## config.mk

```make
export PLATFORM = sky130hd
export DESIGN_NAME = spi_master_flat
export DESIGN_NICKNAME = d
export VERILOG_FILES = /design/src/rtl/spi_master_if.sv /design/src/rtl/spi_master.sv /design/src/flat_wrapper.sv
export SDC_FILE = /design/constraint.sdc
export NUM_CORES = 1
export LEC_CHECK = 0
export CORE_MARGIN = 3
export CORE_UTILIZATION = 35
export CTS_BUF_LIST = sky130_fd_sc_hd__clkbuf_4
export DETAILED_ROUTE_END_ITERATION = 7
export GPL_TIMING_DRIVEN = 0
export HOLD_SLACK_MARGIN = 0.12
export PLACE_DENSITY = 0.54
export SLEW_MARGIN = 20
export SYNTH_ARGS = -nofsm -noshare
export SYNTH_HDL_FRONTEND = slang
export SYNTH_SLANG_ARGS = --single-unit
export TNS_END_PERCENT = 50
```

## constraint.sdc

```tcl
create_clock -name clk -period 2.2 [get_ports clk]
set_input_delay 0.44 -clock clk [delete_from_list [all_inputs] [get_ports clk]]
set_output_delay 0.44 -clock clk [all_outputs]
set_load 0.01 [all_outputs]
```

## src/rtl/spi_master_if.sv

```systemverilog
// Byte-stream and SPI pin bundle for spi_master.
// The master modport is the spi_master view; slave is the user/pin side.
interface spi_master_if;
    logic [7:0] tx_data;
    logic       tx_last;
    logic       tx_valid;
    logic       tx_ready;
    logic [7:0] rx_data;
    logic       rx_valid;
    logic       busy;
    logic       sck;
    logic       cs;
    logic       mosi;
    logic       miso;

    modport master (
        input  tx_data, tx_last, tx_valid, miso,
        output tx_ready, rx_data, rx_valid, busy, sck, cs, mosi
    );

    modport slave (
        output tx_data, tx_last, tx_valid, miso,
        input  tx_ready, rx_data, rx_valid, busy, sck, cs, mosi
    );
endinterface

```

## src/rtl/spi_master.sv

```systemverilog
// SPI mode-0 master: byte stream in/out, CS framing with setup/hold/idle
// timing, back-to-back bytes under one CS via the NEXT state.
module spi_master #(
    parameter int unsigned clk_div  = 4,
    parameter int unsigned cs_setup = 2,
    parameter int unsigned cs_hold  = 2,
    parameter int unsigned cs_idle  = 2
) (
    input  logic          clk,
    input  logic          reset_n,
    spi_master_if.master  bus
);

    localparam int unsigned T01  = (cs_setup > cs_hold) ? cs_setup : cs_hold;
    localparam int unsigned TMAX = (T01 > cs_idle) ? T01 : cs_idle;
    localparam int unsigned CW   = $clog2(TMAX + 1);
    localparam int unsigned DW   = $clog2(clk_div);

    typedef enum logic [2:0] {
        IDLE,
        SETUP,
        SHIFT,
        NEXT,
        HOLD,
        RECOVER
    } state_t;

    state_t          state_q, state_d;
    logic [CW-1:0]   cnt_q, cnt_d;
    logic [DW-1:0]   div_q, div_d;
    logic            half_q, half_d;
    logic [2:0]      bit_q, bit_d;
    logic [7:0]      tx_sr_q, tx_sr_d;
    logic [7:0]      rx_sr_q, rx_sr_d;
    logic [7:0]      rx_data_q, rx_data_d;
    logic            rx_valid_q, rx_valid_d;
    logic            last_q, last_d;
    logic            sck_q, sck_d;
    logic            cs_q, cs_d;
    logic            rdy_en_q;
    logic            tx_ready;
    logic            accept;

    // rdy_en_q keeps tx_ready low until the first edge after reset release
    assign tx_ready = ((state_q == IDLE) && rdy_en_q) || (state_q == NEXT);
    assign accept   = bus.tx_valid && tx_ready;

    always_comb begin
        state_d    = state_q;
        cnt_d      = cnt_q;
        div_d      = div_q;
        half_d     = half_q;
        bit_d      = bit_q;
        tx_sr_d    = tx_sr_q;
        rx_sr_d    = rx_sr_q;
        rx_data_d  = rx_data_q;
        rx_valid_d = 1'b0;
        last_d     = last_q;

        case (state_q)
            IDLE: begin
                if (accept) begin
                    tx_sr_d = bus.tx_data;
                    last_d  = bus.tx_last;
                    cnt_d   = '0;
                    state_d = SETUP;
                end
            end
            SETUP: begin
                if (cnt_q == CW'(cs_setup - 1)) begin
                    cnt_d   = '0;
                    div_d   = '0;
                    half_d  = 1'b0;
                    bit_d   = '0;
                    state_d = SHIFT;
                end else begin
                    cnt_d = cnt_q + 1'b1;
                end
            end
            SHIFT: begin
                if (div_q == DW'(clk_div - 1)) begin
                    div_d = '0;
                    if (!half_q) begin
                        // edge raising sck also samples miso
                        half_d  = 1'b1;
                        rx_sr_d = {rx_sr_q[6:0], bus.miso};
                    end else begin
                        half_d = 1'b0;
                        if (bit_q == 3'd7) begin
                            rx_valid_d = 1'b1;
                            rx_data_d  = rx_sr_q;
                            cnt_d      = '0;
                            state_d    = last_q ? HOLD : NEXT;
                        end else begin
                            bit_d   = bit_q + 3'd1;
                            tx_sr_d = {tx_sr_q[6:0], 1'b0};
                        end
                    end
                end else begin
                    div_d = div_q + 1'b1;
                end
            end
            NEXT: begin
                if (accept) begin
                    tx_sr_d = bus.tx_data;
                    last_d  = bus.tx_last;
                    div_d   = '0;
                    half_d  = 1'b0;
                    bit_d   = '0;
                    state_d = SHIFT;
                end
            end
            HOLD: begin
                if (cnt_q == CW'(cs_hold - 1)) begin
                    cnt_d   = '0;
                    state_d = RECOVER;
                end else begin
                    cnt_d = cnt_q + 1'b1;
                end
            end
            RECOVER: begin
                if (cnt_q == CW'(cs_idle - 1)) begin
                    cnt_d   = '0;
                    state_d = IDLE;
                end else begin
                    cnt_d = cnt_q + 1'b1;
                end
            end
            default: state_d = IDLE;
        endcase

        // pins are registered from next-state so they change cleanly on the edge
        cs_d  = (state_d == IDLE) || (state_d == RECOVER);
        sck_d = (state_d == SHIFT) && half_d;
    end

    always_ff @(posedge clk or negedge reset_n) begin
        if (!reset_n) begin
            state_q    <= IDLE;
            cnt_q      <= '0;
            div_q      <= '0;
            half_q     <= 1'b0;
            bit_q      <= '0;
            tx_sr_q    <= '0;
            rx_sr_q    <= '0;
            rx_data_q  <= '0;
            rx_valid_q <= 1'b0;
            last_q     <= 1'b0;
            sck_q      <= 1'b0;
            cs_q       <= 1'b1;
            rdy_en_q   <= 1'b0;
        end else begin
            state_q    <= state_d;
            cnt_q      <= cnt_d;
            div_q      <= div_d;
            half_q     <= half_d;
            bit_q      <= bit_d;
            tx_sr_q    <= tx_sr_d;
            rx_sr_q    <= rx_sr_d;
            rx_data_q  <= rx_data_d;
            rx_valid_q <= rx_valid_d;
            last_q     <= last_d;
            sck_q      <= sck_d;
            cs_q       <= cs_d;
            rdy_en_q   <= 1'b1;
        end
    end

    assign bus.tx_ready = tx_ready;
    assign bus.rx_data  = rx_data_q;
    assign bus.rx_valid = rx_valid_q;
    assign bus.busy     = (state_q != IDLE);
    assign bus.sck      = sck_q;
    assign bus.cs       = cs_q;
    assign bus.mosi     = tx_sr_q[7];

endmodule

```

## src/flat_wrapper.sv

```systemverilog
// flat-port wrapper written by rule: the top's interface ports become plain ports
module spi_master_flat 
#(
    parameter int unsigned clk_div  = 4,
    parameter int unsigned cs_setup = 2,
    parameter int unsigned cs_hold  = 2,
    parameter int unsigned cs_idle  = 2
)
  (clk, reset_n, bus_tx_data, bus_tx_last, bus_tx_valid, bus_miso, bus_tx_ready, bus_rx_data, bus_rx_valid, bus_busy, bus_sck, bus_cs, bus_mosi);
  spi_master_if bus_i ();
  input  logic clk;
  input  logic reset_n;
  input wire logic [$bits(bus_i.tx_data)-1:0] bus_tx_data;
  input wire logic [$bits(bus_i.tx_last)-1:0] bus_tx_last;
  input wire logic [$bits(bus_i.tx_valid)-1:0] bus_tx_valid;
  input wire logic [$bits(bus_i.miso)-1:0] bus_miso;
  output wire logic [$bits(bus_i.tx_ready)-1:0] bus_tx_ready;
  output wire logic [$bits(bus_i.rx_data)-1:0] bus_rx_data;
  output wire logic [$bits(bus_i.rx_valid)-1:0] bus_rx_valid;
  output wire logic [$bits(bus_i.busy)-1:0] bus_busy;
  output wire logic [$bits(bus_i.sck)-1:0] bus_sck;
  output wire logic [$bits(bus_i.cs)-1:0] bus_cs;
  output wire logic [$bits(bus_i.mosi)-1:0] bus_mosi;
  assign bus_i.tx_data = bus_tx_data;
  assign bus_i.tx_last = bus_tx_last;
  assign bus_i.tx_valid = bus_tx_valid;
  assign bus_i.miso = bus_miso;
  assign bus_tx_ready = bus_i.tx_ready;
  assign bus_rx_data = bus_i.rx_data;
  assign bus_rx_valid = bus_i.rx_valid;
  assign bus_busy = bus_i.busy;
  assign bus_sck = bus_i.sck;
  assign bus_cs = bus_i.cs;
  assign bus_mosi = bus_i.mosi;
  spi_master #(.clk_div(clk_div), .cs_setup(cs_setup), .cs_hold(cs_hold), .cs_idle(cs_idle)) u_core (.clk(clk), .reset_n(reset_n), .bus(bus_i));
endmodule
```

==> impl_metrics.yaml <==
status:
  status: "complete, no violations"
worst_setup_path:
  r2r_end: "u_core.tx_sr_q[2]$_DFFE_PN0P_"
  path_class: "reg -> reg"
  cp.required_ns: 2.42
  crit_fanout: 8
  r2r_cells: 7
  critPathMaxStageDelay_ns: 0.40
  cp_data_arrival_time_ns: 2.32
  path_cells: "ha_1 > ha_2 > nand3b_1 > or3_4 > a31oi_4 > buf_12 > mux2_2"
  crit_slowest_cell: "dfrtp_1"
  cp-start-kind: "flop"
  setup.worst_path.end_class: "flop"
  r2r_slack_ns: 0.1
  r2r_start: "u_core.bit_q[0]$_DFFE_PN0P_"
power_and_ir_drop:
  power_frac_comb_pct: 3.9
  p_leak_uw: 0.00111
  internal-power_uw: 1020
  power_frac_seq_pct: 58.8
  clockPowerShare_pct: 37.3
  p_per_area_nw_per_um2: 538
  p_sw_share_pct: 19.6
  peakVddDrop_mv: 0.349
  p_sw_uw: 250
logic_synthesis:
  syn_area_um2: 1860
  netlist.area_leader.share_pct: 52.6
  synth_common_cells: "dfrtp_1 (39), mux2_2 (32), nand2_1 (8)"
  synth_area_leaders: "dfrtp_1 (53%), mux2_2 (19%), ha_1 (2.7%), a22o_1 (2.4%), nand2_1 (1.6%)"
  syn_avg_cell_area_um2: 12.9
  synth_nets: 161
  yosys_warnings: 0
  synth.most_common_cell: "dfrtp_1"
  synth_edf_count: 0
  synthArstFlopShare_pct: 100
  yosysTopAreaCell: "dfrtp_1"
  synth_flop_cell: "dfrtp_1"
  yosysUniqueCellTypes: 40
  ys_seq_area_share_pct: 54.0
  synthCells: 144
  ys_seq_elements: 40
floorplanning:
  coreArea_um2: 4910
  initial_utilization_pct: 37.8
  die_width_um: 78.8
  io_pins: 27
  num_rows: 25
  die_h_um: 78.8
  die_area_um2: 6210
layout:
  nNetsFinal: 201
  fin_area_um2: 2370
  nFillCells: 469
  final_cells: 252
  multi_input_area_um2: 825
  drive_gt1_share_pct: 33.5
  utilization_pct: 48.2
  syn2layout_area_growth_pct: 27.5
  seqCellArea_um2: 1000
  diodes: 0
placement:
  dp_cells: 238
  placed_cell_area_um2: 2210
  gp_congestion: 0.781
  hpwl_mm: 2.48
  io_buffer_count: 26
timing:
  tightest_slew_ns: 0.527
  hold_violations: 0
  rsz0062_at_grt: "false"
  fin_crit_sh_pct: 95.5
  fmax_mhz: 476
  fin_setup_tns_ns: 0
  finClkSkew_ns: 0.00791
  finalCriticalPeriod_ns: 2.10
  timing.hold.ws_ns: 0.516
  final-setup-viol-count: 0
  slew_viol_final: 0
  slew_headroom_pct: 64.7
global_route:
  antenna_found_initial: 0
  met2_usage_pct: 19.4
  grt_max_degree: 26
  use_met1_pct: 15.0
  track_usage_pct: 12.0
  grt_pass1_wl_mm: 5.86
  busiest_layer: "met2"
  grt_pass1_vias: 1269
  grt.overflow.total: 0
  grt_use_met3_pct: 3.63
drt:
  drc_errors: 0
  drt-initial-drc-count: 54
  totalWireLength_mm: 3.27
  firstDrtPassIters: 4
  vias: 1234
  routed_via_density: 4.90
  postRouteAntennaNets: 0
  drt-wirelength-per-cell_um: 13.0
cts:
  clk_latency_ns: 0.33
  h-tree-depth: 2
  numCtsBuffers: 5
  path_clk_slew_ns: 0.11
  cts_buffer_depth: 2
  clockRootBuffer: "clkbuf_4"
  cts_tree: "yes"
  clock-sinks: 40
worst_hold_path:
  worstHoldStart: "u_core.tx_sr_q[0]$_DFFE_PN0P_"
  hold_depth: 1
  min-delay-path-class: "reg -> reg"
  holdPathEnd: "u_core.tx_sr_q[0]$_DFFE_PN0P_"
job:
  max-cap-violations: 0
[kinds of logic after synthesis]
group | synth area share [%]
AOI/OAI and AO/OA | 8.23
buffers and inverters | 2.09
DFF | 54.0
xor gates and xnor gates | 0.472
adders and majority gates | 2.70
muxes | 20.6
and+or+nand+nor | 11.7
other | 0.202
[how the worst max path moves through the flow]
stage,to,slack (ns),cells after the start,startpoint
2_1_floorplan,u_core.tx_sr_q[0]$_DFFE_PN0P_,0.15,6,u_core.bit_q[0]$_DFFE_PN0P_
5_1_grt,u_core.tx_sr_q[2]$_DFFE_PN0P_,0.04,7,u_core.bit_q[0]$_DFFE_PN0P_
3_5_place_dp,u_core.tx_sr_q[1]$_DFFE_PN0P_,-0.05,6,u_core.bit_q[0]$_DFFE_PN0P_
4_1_cts,bus_busy,0.004,4,u_core.state_q[0]$_DFF_PN0_
3_3_place_gp,u_core.bus.rx_data[1]$_DFFE_PN0P_,-0.29,1,reset_n
6_report,u_core.tx_sr_q[2]$_DFFE_PN0P_,0.1,7,u_core.bit_q[0]$_DFFE_PN0P_
[state kept, by name (all words and copies together) (netlist names)]
name,cells
u_core.state_q,3
u_core.last_q,1
u_core.rdy_en_q,1
u_core.bus.cs,1
u_core.cnt_q,2
u_core.bus.rx_valid,1
u_core.bit_q,3
u_core.div_q,2
u_core.rx_sr_q,8
u_core.bus.rx_data,8
u_core.half_q,1
u_core.bus.sck,1
u_core.tx_sr_q,8
[layer usage]
metal | vias to the layer above | routed length (µm)
met5 | - | 0
met4 | 0 | 51
met3 | 6 | 190
met2 | 32 | 1570
met1 | 597 | 1470
li1 | 599 | -
[layout by cell type, fill, tap and decap left out, drive strengths merged, types with 4 or more instances in the layout]
cell type / synthesis / layout
a21oi: 4 / 4
a22o: 5 / 5
buf: 4 / 11
clkbuf: 1 / 8
clkdlybuf4s50: 0 / 23
dfrtp: 39 / 39
ha: 4 / 4
inv: 4 / 4
mux2: 33 / 33
nand2: 8 / 8
nand3b: 4 / 4
nor2: 5 / 5
[timing repair]
action,CTS,global route
endpoints found under the hold margin,14,0
gates resized for setup,4,6
hold buffers,1,0
endpoints found under the setup margin,10,10
pin swaps,1,0
setup buffers,2,3
[through the flow]
step,total power (µW),worst slack [ns]
finish,1270,0.0995
global route,1350,0.0377
CTS,1300,0.00412
detailed placement,813,-0.0452
global placement,808,-0.294
floorplan,770,0.152
[critical path, delay by kind of cell, from the launching register on]
family          cells  cell delay, ns
simple gates        2            0.53
fa+ha+maj           2            0.39
compound gates      1            0.19
flops               1            0.40
mux                 1            0.32
buf+inv             1            0.14
[power groups by stage]
stage | logic, µW | clock network, µW | registers (µW)
2_1_floorplan | 8.71 | 0 | 761
3_3_place_gp | 45.4 | 0 | 763
3_5_place_dp | 50.1 | 0 | 763
4_1_cts | 51.7 | 502 | 749
5_1_grt | 55.9 | 542 | 751
6_report | 49.6 | 474 | 749
[area by class of cell]
cell class / instances / area share (%)
plain buffers: 5 / 1.11
clock buffers: 6 / 1.90
clock inverters: 2 / 1.48
inverters: 4 / 0.635
multi-input cells: 95 / 34.8
flip-flops and latches: 40 / 42.4
well taps: 67 / 3.54
repair buffers: 33 / 14.1
(Power assumes the default switching activity.)
